`src/rtl/imem_loader_if.sv`:
```
// rtl/imem_loader_if.sv - byte stream handshake bundle feeding the loader
// Purpose: groups the valid/ready byte stream into one interface.
// Signals: in_valid (byte offered), in_data (stream byte), in_ready (sink can accept).
// Modports: master drives valid/data and samples ready; slave does the reverse.
interface imem_loader_if;
   logic       in_valid;
   logic [7:0] in_data;
   logic       in_ready;

   modport master (output in_valid, output in_data, input in_ready);
   modport slave  (input in_valid, input in_data, output in_ready);
endinterface

```
`src/rtl/imem_loader.sv`:
```
// rtl/imem_loader.sv - boot-time loader streaming a big-endian image into IMEM
// Purpose: collects a 4-byte word count N, then N big-endian words, writing each
//   to consecutive IMEM word addresses; holds the CPU in reset until the image is
//   committed.
// Ports:
//   clk, rst          clock and synchronous active-high reset
//   stream (slave)    in_valid / in_data / in_ready byte stream
//   reload            single-cycle restart request
//   imem_we/addr/wdata  IMEM write port (one-cycle strobe)
//   cpu_nrst          active-low processor reset
//   done, error       image loaded / header rejected
module imem_loader #(
   parameter int          DEPTH_WORDS = 256,
   parameter logic [31:0] BASE_ADDR   = 32'h0000_0000
) (
   input  logic                clk,
   input  logic                rst,
   imem_loader_if.slave        stream,
   input  logic                reload,
   output logic                imem_we,
   output logic [31:0]         imem_addr,
   output logic [31:0]         imem_wdata,
   output logic                cpu_nrst,
   output logic                done,
   output logic                error
);
   localparam int IW = $clog2(DEPTH_WORDS) + 1;

   typedef enum logic [1:0] {S_LEN, S_DATA, S_DONE, S_ERR} state_t;

   state_t          state, state_next;
   logic [1:0]      byte_cnt;
   logic [IW-1:0]   word_idx;
   logic [IW-1:0]   n_words;
   logic [31:0]     shift;

   logic            accept;
   logic            last_byte;
   logic            hdr_bad;
   logic [31:0]     word;
   logic [IW-1:0]   idx_next;

   // Ready depends only on state and reset, never on in_valid.
   assign stream.in_ready = ((state == S_LEN) || (state == S_DATA)) && !rst;

   always_comb begin
      state_next = state;
      accept     = stream.in_valid && stream.in_ready;
      word       = {shift[23:0], stream.in_data};
      last_byte  = accept && (byte_cnt == 2'd3);
      hdr_bad    = (word == 32'd0) || (word > 32'(DEPTH_WORDS));
      idx_next   = word_idx + IW'(1);
      if (reload) begin
         state_next = S_LEN;
      end else begin
         case (state)
            S_LEN:   if (last_byte) state_next = hdr_bad ? S_ERR : S_DATA;
            S_DATA:  if (last_byte && (idx_next == n_words)) state_next = S_DONE;
            S_DONE:  state_next = S_DONE;
            S_ERR:   state_next = S_ERR;
            default: state_next = S_LEN;
         endcase
      end
   end

   always_ff @(posedge clk) begin
      if (rst) begin
         state      <= S_LEN;
         byte_cnt   <= 2'd0;
         word_idx   <= '0;
         n_words    <= '0;
         shift      <= 32'd0;
         imem_we    <= 1'b0;
         imem_addr  <= BASE_ADDR;
         imem_wdata <= 32'd0;
         cpu_nrst   <= 1'b0;
         done       <= 1'b0;
         error      <= 1'b0;
      end else begin
         state   <= state_next;
         imem_we <= 1'b0;
         if (reload) begin
            // Address and data of the last write are deliberately kept.
            byte_cnt <= 2'd0;
            word_idx <= '0;
            n_words  <= '0;
            shift    <= 32'd0;
            cpu_nrst <= 1'b0;
            done     <= 1'b0;
            error    <= 1'b0;
         end else begin
            if (accept) begin
               shift    <= word;
               byte_cnt <= byte_cnt + 2'd1;
            end
            if (last_byte && (state == S_LEN) && !hdr_bad)
               n_words <= word[IW-1:0];
            if (last_byte && (state == S_DATA)) begin
               imem_we    <= 1'b1;
               imem_addr  <= BASE_ADDR + (32'(word_idx) << 2);
               imem_wdata <= word;
               word_idx   <= idx_next;
            end
            done  <= (state_next == S_DONE);
            error <= (state_next == S_ERR);
            // One edge behind done, so the final write lands before the CPU runs.
            cpu_nrst <= (state == S_DONE);
         end
      end
   end
endmodule

```
`src/flat_wrapper.sv`:
```
// flat-port wrapper written by rule: the top's interface ports become plain ports
module imem_loader_flat 
#(
   parameter int          DEPTH_WORDS = 256,
   parameter logic [31:0] BASE_ADDR   = 32'h0000_0000
)
  (clk, rst, reload, imem_we, imem_addr, imem_wdata, cpu_nrst, done, error, stream_in_valid, stream_in_data, stream_in_ready);
  imem_loader_if stream_i ();
  input  logic clk;
  input  logic rst;
  input  logic reload;
  output logic imem_we;
  output logic [31:0] imem_addr;
  output logic [31:0] imem_wdata;
  output logic cpu_nrst;
  output logic done;
  output logic error;
  input wire logic [$bits(stream_i.in_valid)-1:0] stream_in_valid;
  input wire logic [$bits(stream_i.in_data)-1:0] stream_in_data;
  output wire logic [$bits(stream_i.in_ready)-1:0] stream_in_ready;
  assign stream_i.in_valid = stream_in_valid;
  assign stream_i.in_data = stream_in_data;
  assign stream_in_ready = stream_i.in_ready;
  imem_loader #(.DEPTH_WORDS(DEPTH_WORDS), .BASE_ADDR(BASE_ADDR)) u_core (.clk(clk), .rst(rst), .stream(stream_i), .reload(reload), .imem_we(imem_we), .imem_addr(imem_addr), .imem_wdata(imem_wdata), .cpu_nrst(cpu_nrst), .done(done), .error(error));
endmodule
```
`config.mk`:
```
export PLATFORM = sky130hd
export DESIGN_NAME = imem_loader_flat
export DESIGN_NICKNAME = d
export VERILOG_FILES = /design/src/rtl/imem_loader_if.sv /design/src/rtl/imem_loader.sv /design/src/flat_wrapper.sv
export SDC_FILE = /design/constraint.sdc
export NUM_CORES = 1
export LEC_CHECK = 0
export ABC_AREA = 1
export CAP_MARGIN = 5
export CELL_PAD_IN_SITES_DETAIL_PLACEMENT = 2
export CELL_PAD_IN_SITES_GLOBAL_PLACEMENT = 2
export CORE_MARGIN = 4
export CORE_UTILIZATION = 27
export CTS_BUF_LIST = sky130_fd_sc_hd__clkbuf_8 sky130_fd_sc_hd__clkbuf_16
export DETAILED_ROUTE_END_ITERATION = 7
export MAX_ROUTING_LAYER = met4
export PLACE_DENSITY_LB_ADDON = 0.15
export SLEW_MARGIN = 20
export SYNTH_ARGS = -nofsm -noshare
export SYNTH_HDL_FRONTEND = slang
export SYNTH_SLANG_ARGS = --single-unit
```
`constraint.sdc`:
```
create_clock -name clk -period 1.7 [get_ports clk]
set_clock_uncertainty 0.2 [all_clocks]
set_input_delay 0.255 -clock clk [delete_from_list [all_inputs] [get_ports clk]]
set_output_delay 0.255 -clock clk [all_outputs]
set_load 0.02 [all_outputs]
```
Word level (Yosys, flattened, before mapping)
Cells that the tools add are included.
{"block": "totals", "ff_bits": 91, "input_bits": 12, "out_inout_bits": 69, "elab_cells": 43}
{"block": "op_classes", "addsub": 2, "n_lt_le_gt_ge": 1, "eq_ne": 7, "muxes": 6, "bitwise_logic": 1, "n_reduce_logical": 15}
{"op": "32-bit by 9-bit greater-than comparator with 1-bit output, second input constant", "n": 1}
{"op": "32-bit zero test", "n": 1}
{"op": "2-bit equality test, second input constant", "n": 5}
{"op": "9-bit by 1-bit adder with 9-bit output, second input constant", "n": 1}
{"op": "9-bit equality test", "n": 1}
{"op": "2-bit two-way mux", "n": 4}
{"op": "2-bit case mux with 4 select lines", "n": 1}
{"op": "1-bit logical AND", "n": 7}
{"op": "2-bit by 1-bit adder with 2-bit output, second input constant", "n": 1}
{"op": "2-bit by 1-bit equality test with 1-bit output, second input constant", "n": 1}
{"op": "1-bit zero test", "n": 2}
{"op": "2-bit zero test", "n": 1}
{"op": "1-bit logical OR", "n": 2}
{"op": "2-bit AND reduction", "n": 1}
{"op": "2-bit OR reduction", "n": 1}
{"op": "1-bit two-way mux", "n": 1}
{"op": "1-bit NOT", "n": 1}

Longest topological paths before layout
Gate-level depths: netlist of run 1.
{"block": "depth", "word_depth": 10, "ltp_mapped": 13, "ltp_nobuf": 13}

Worst setup path after synthesis of run 1
No wires, ideal clock.
{"block": "synth_timing", "path_kind": "reg-to-reg", "startpoint": "register u_core.word_idx[0]", "endpoint": "register u_core.done", "setup_time_ps": 64, "arrival_ps": 1390, "t_required_ps": 1436, "setup_slack_ps": 46, "stages_incl_launch_ff": 13, "path_buffers": 0, "period_less_slack_ps": 1654, "path_cell_list": "dfxtp_1 -> ha_1 -> nand2_1 -> inv_1 -> nand3_1 -> nand2_1 -> nand2_1 -> nand2_1 -> nor2_1 -> nand4_2 -> nand2_1 -> inv_1 -> nor2_1"}
{"block": "synth_via", "elab_chain_len": 7}
{"element": "start: declaration", "line_no": "imem_loader.sv:33", "rtl": "logic [IW-1:0] word_idx;"}
{"element": "start signal: assignment", "line_no": "imem_loader.sv:102", "rtl": "word_idx <= idx_next;"}
{"element": "9-bit by 1-bit adder with 9-bit output", "line_no": "imem_loader.sv:52", "rtl": "idx_next = word_idx + IW'(1);"}
{"element": "9-bit equality test", "line_no": "imem_loader.sv:58", "rtl": "S_DATA: if (last_byte && (idx_next == n_words)) state_next = S_DONE;"}
{"element": "1-bit logical AND", "line_no": "imem_loader.sv:58"}
{"element": "2-bit two-way mux", "line_no": "imem_loader.sv:58"}
{"element": "2-bit case mux with 4 select lines", "line_no": "imem_loader.sv:56", "rtl": "case (state)"}
{"element": "2-bit two-way mux", "line_no": "imem_loader.sv:53", "rtl": "if (reload) begin"}
{"element": "2-bit equality test", "line_no": "imem_loader.sv:104", "rtl": "done <= (state_next == S_DONE);"}
{"element": "end signal: assignment", "line_no": "imem_loader.sv:104"}
{"element": "end: declaration", "line_no": "imem_loader.sv:24", "rtl": "output logic done,"}
Every way passes these cells.
A chain may end at the register's enable or synchronous reset.

Worst setup path after layout of run 1
{"block": "layout_timing", "startpoint": "register u_core.word_idx[1]", "endpoint": "register u_core.done"}
{"block": "layout_via", "elab_chain_len": 7}
{"element": "9-bit by 1-bit adder with 9-bit output", "line_no": "imem_loader.sv:52"}
{"element": "named net u_core.idx_next[1]", "line_no": "imem_loader.sv:41", "rtl": "logic [IW-1:0] idx_next;"}
{"element": "9-bit equality test", "line_no": "imem_loader.sv:58"}
{"element": "1-bit logical AND", "line_no": "imem_loader.sv:58"}
{"element": "2-bit two-way mux", "line_no": "imem_loader.sv:58"}
{"element": "2-bit case mux with 4 select lines", "line_no": "imem_loader.sv:56"}
{"element": "2-bit two-way mux", "line_no": "imem_loader.sv:53"}
{"element": "2-bit equality test", "line_no": "imem_loader.sv:104"}
The timed path passes the listed nets, and every way through them passes these cells.

==> results of run 1 <==
==> state kept, by name, indices dropped and copies added, names as in the netlist <==
name and cells:
u_core.imem_addr 9, u_core.shift 24, u_core.n_words 9, u_core.cpu_nrst 1, u_core.error 1, u_core.imem_wdata 32, u_core.state 2, u_core.byte_cnt 2
u_core.imem_we 1, u_core.word_idx 9, u_core.done 1
==> repair_timing <==
item,in CTS,in global routing
buffers inserted,6,16
gates cloned,4,6
endpoints found under the setup margin,106,64
gates resized for setup,91,109
pin swaps,9,32
==> routing by layer <==
layer | up-vias | global-route usage | routed length (um)
met5 | - | - | 0
met4 | 0 | 0.0667 | 256
met3 | 15 | 0.0243 | 466
met2 | 79 | 0.287 | 7470
met1 | 1843 | 0.223 | 6850
li1 | 1814 | - | -
==> cells in the mapped netlist (3+ instances only) <==
cell type,count
a21oi_1,51
clkbuf_1,12
dfxtp_1,91
a211oi_2,27
inv_1,48
nand3_1,12
nand4_1,7
o21ai_0,44
buf_4,26
buf_6,4
nand3b_1,3
nand2_1,76
buf_2,3
nor2_2,3
nor2_1,55
==> cell type report <==
type	instances	area [um^2]
timing repair inverter	1	8.76
tap	184	230
sequential	91	1830
multi-input combinational	319	2100
clock inverter	6	81.3
timing repair buffer	143	1440
fill	1573	8330
inverter	51	211
clock buffer	10	239
==> cells in the final DEF, fill, tap and decap left out, types with 4 or more instances in the layout <==
master and count:
clkdlybuf4s50_1 10, nor2_4 6, o21ai_0 36, nand2_2 14
o21ai_2 4, buf_6 6, nand2_4 14, a211oi_2 27
dlygate4sd2_1 45, dfxtp_2 8, inv_2 5, nand2_1 50
dfxtp_1 83, nor2_2 19, buf_4 60, inv_1 45
nand3_1 10, a21oi_1 35, buf_8 4, buf_12 9
conb_1 23, a21oi_2 16, clkbuf_16 14, nand4_1 7
nor2_1 34
==> path summary, 6_finish.rpt <==
| kind | to | cells after the start | startpoint |
|---|---|---|---|
| worst min register to register | u_core.imem_addr[3] | 2 | u_core.imem_addr[3] |
| worst min-delay path | u_core.imem_addr[3] | 2 | u_core.imem_addr[3] |
| worst max register to register | u_core.done | 13 | u_core.word_idx[1] |
| worst max-delay path | u_core.done | 13 | u_core.word_idx[1] |
==> power by group <==
part	total, W	switching (W)	leakage [nW]	internal, W
Clock	0.00220	0.000883	0.165	0.00132
Combinational	0.000344	0.000227	1.85	0.000117
Sequential	0.00217	0.0000176	0.739	0.00215
==> kinds of logic (layout without fill, tap and decap cells) <==
logic type      count (synthesis)  count (layout)  share of synthesized area
other cells                     1              23                   0.000946
simple gates                  165             165                      0.187
buf+inv                        96             211                      0.125
fa+ha+maj                       2               2                    0.00631
compound gates                126             126                      0.211
xor+xnor                        3               3                     0.0101
flops                          91              91                      0.460
==> worst max-delay path, stage by stage, from the launching register on <==
cell	delay [ns]
dfxtp_2	0.33
ha_4	0.27
inv_2	0.03
nand2_1	0.05
nand2_1	0.06
nor2_1	0.09
nand2_1	0.08
nor2_2	0.11
nand2_1	0.08
nor2_2	0.16
nand4_4	0.14
nand2_2	0.11
nand2_2	0.05
nor2_1	0.08
==> per-stage QoR <==
stage | utilization | setup WS (ns)
floorplan | - | 0.0461
global placement | 0.352 | -0.372
detailed placement | 0.352 | -0.425
CTS | 0.390 | -0.186
global route | 0.425 | -0.335
finish | 0.425 | -0.206
==> flow_summary_export.csv, run 1 <==
group,metric,value,unit
cts,clkTransAtPathRegs,0.07,ns
cts,h-tree-depth,3,
placed_design,hpwl,9330,um
global_route,grt_pass1_wl,21900,um
layout,syn_to_final_growth,55.1,%
cts,cts_sinks,91,
critical_path,crit_type,"flop to flop",
floorplanning,dieArea,0.0167,mm^2
timing,timing.final.crit_share,1.12,
synthesis,async_flop_share,0,
placed_design,dpl.cell_count,763,
detailed_routing,wl_per_cell,18.7,um
global_route,grt_overflow,0,
floorplanning,io_pins,81,
critical_path,arrival,2.00,ns
timing,setup_tns,-4.13,ns
worst_hold_path,hold_class,"flop to flop",
timing,grt_setup_unrepaired,"yes",
cts,clk_latency,0.35,ns
synthesis,syn_avg_cell_area,8.19,um^2
critical_path,rrSetupSlack,-0.21,ns
cts,cts_buffers,9,
detailed_routing,vias_per_cell,4.66,
timing,holdWs,0.264,ns
detailed_routing,postRouteAntennaNets,0,
synthesis,synth_top_area_frac,0.460,
run,maxCapViolCount,0,
layout,finalInstanceArea,0.00615,mm^2
pwr,power.leakage,2.76,nW
timing,setup-violations-final,54,
timing,timing.final.hold_violations,0,
cts,cts_buffer_depth,2,
synthesis,synthesis.area,0.00396,mm^2
detailed_routing,drc,0,
timing,layout_setup_ws,-0.206,ns
pwr,ir_drop,0.000377,V
critical_path,crit_path_start_kind,"flop",
synthesis,ys_seq_area_frac,0.460,
global_route,grt_start_max_net_pins,43,
pwr,power,0.00472,W
pwr,p_per_area,767,mW/mm^2
timing,worst_slew_pin_slew,0.728,ns
floorplanning,die_h,129,um
timing,fmax,0.525,GHz
synthesis,ys_seq_elements,91,
floorplanning,start_util,0.274,
detailed_routing,firstDrtPassIters,4,
detailed_routing,drt-total-wl,15000,um
synthesis,synthCells,484,
critical_path,cp_max_fo,3,
layout,layout.nets,630,
layout,drive_gt1_frac,0.372,
placed_design,io_buffers,57,
synthesis,synth_edf_count,0,
detailed_routing,drtIter0Drc,89,
cts,tritoncts,"done",
floorplanning,core.rowCount,44,
layout,diodes,0,
synthesis,post_synth_main_area_contributors,"dfxtp_1 46%, a211oi_2 8.5%, nand2_1 7.2%, a21oi_1 6.4%, o21ai_0 5.6%",
run_status,status,"finished with violations",
floorplanning,die_w,129,um
run_status,violations,"setup timing",
global_route,first_global_vias,4030,
synthesis,yosysUniqueCellTypes,31,
timing,drv_slew,0,
global_route,antenna_found_initial,0,
floorplanning,coreArea,0.0145,mm^2
synthesis,ys.flop_type,"dfxtp_1",
layout,instances_no_fill,805,
cts,cts_hold_buf,0,
critical_path,crit_path_end_kind,"flop",
timing,period_minus_slack,1.91,ns
timing,slew-limit-headroom,0.515,
detailed_routing,vias,3751,
cts,clock-root-buffer,"clkbuf_16",
critical_path,crit_required,1.80,ns
synthesis,yosys_warnings,0,
global_route,grt_use_total,0.176,
placed_design,dpl_cell_area,0.00509,mm^2
synthesis,synth_top_area_cell,"dfxtp_1",
placed_design,gp_congestion,0.819,
Power figures use the tool's default switching activity.
==> run 2: changes to the inputs <==
- CAP_MARGIN: 5 -> default
- HOLD_SLACK_MARGIN: default -> 0.15
==> results of run 2 <==
Final layout, timing and power as in run 1 (identical DEF).
==> run 3: changes to the inputs <==
- SLEW_MARGIN: 20 -> default
==> results of run 3 <==
Final layout, timing and power as in run 1 (identical DEF).
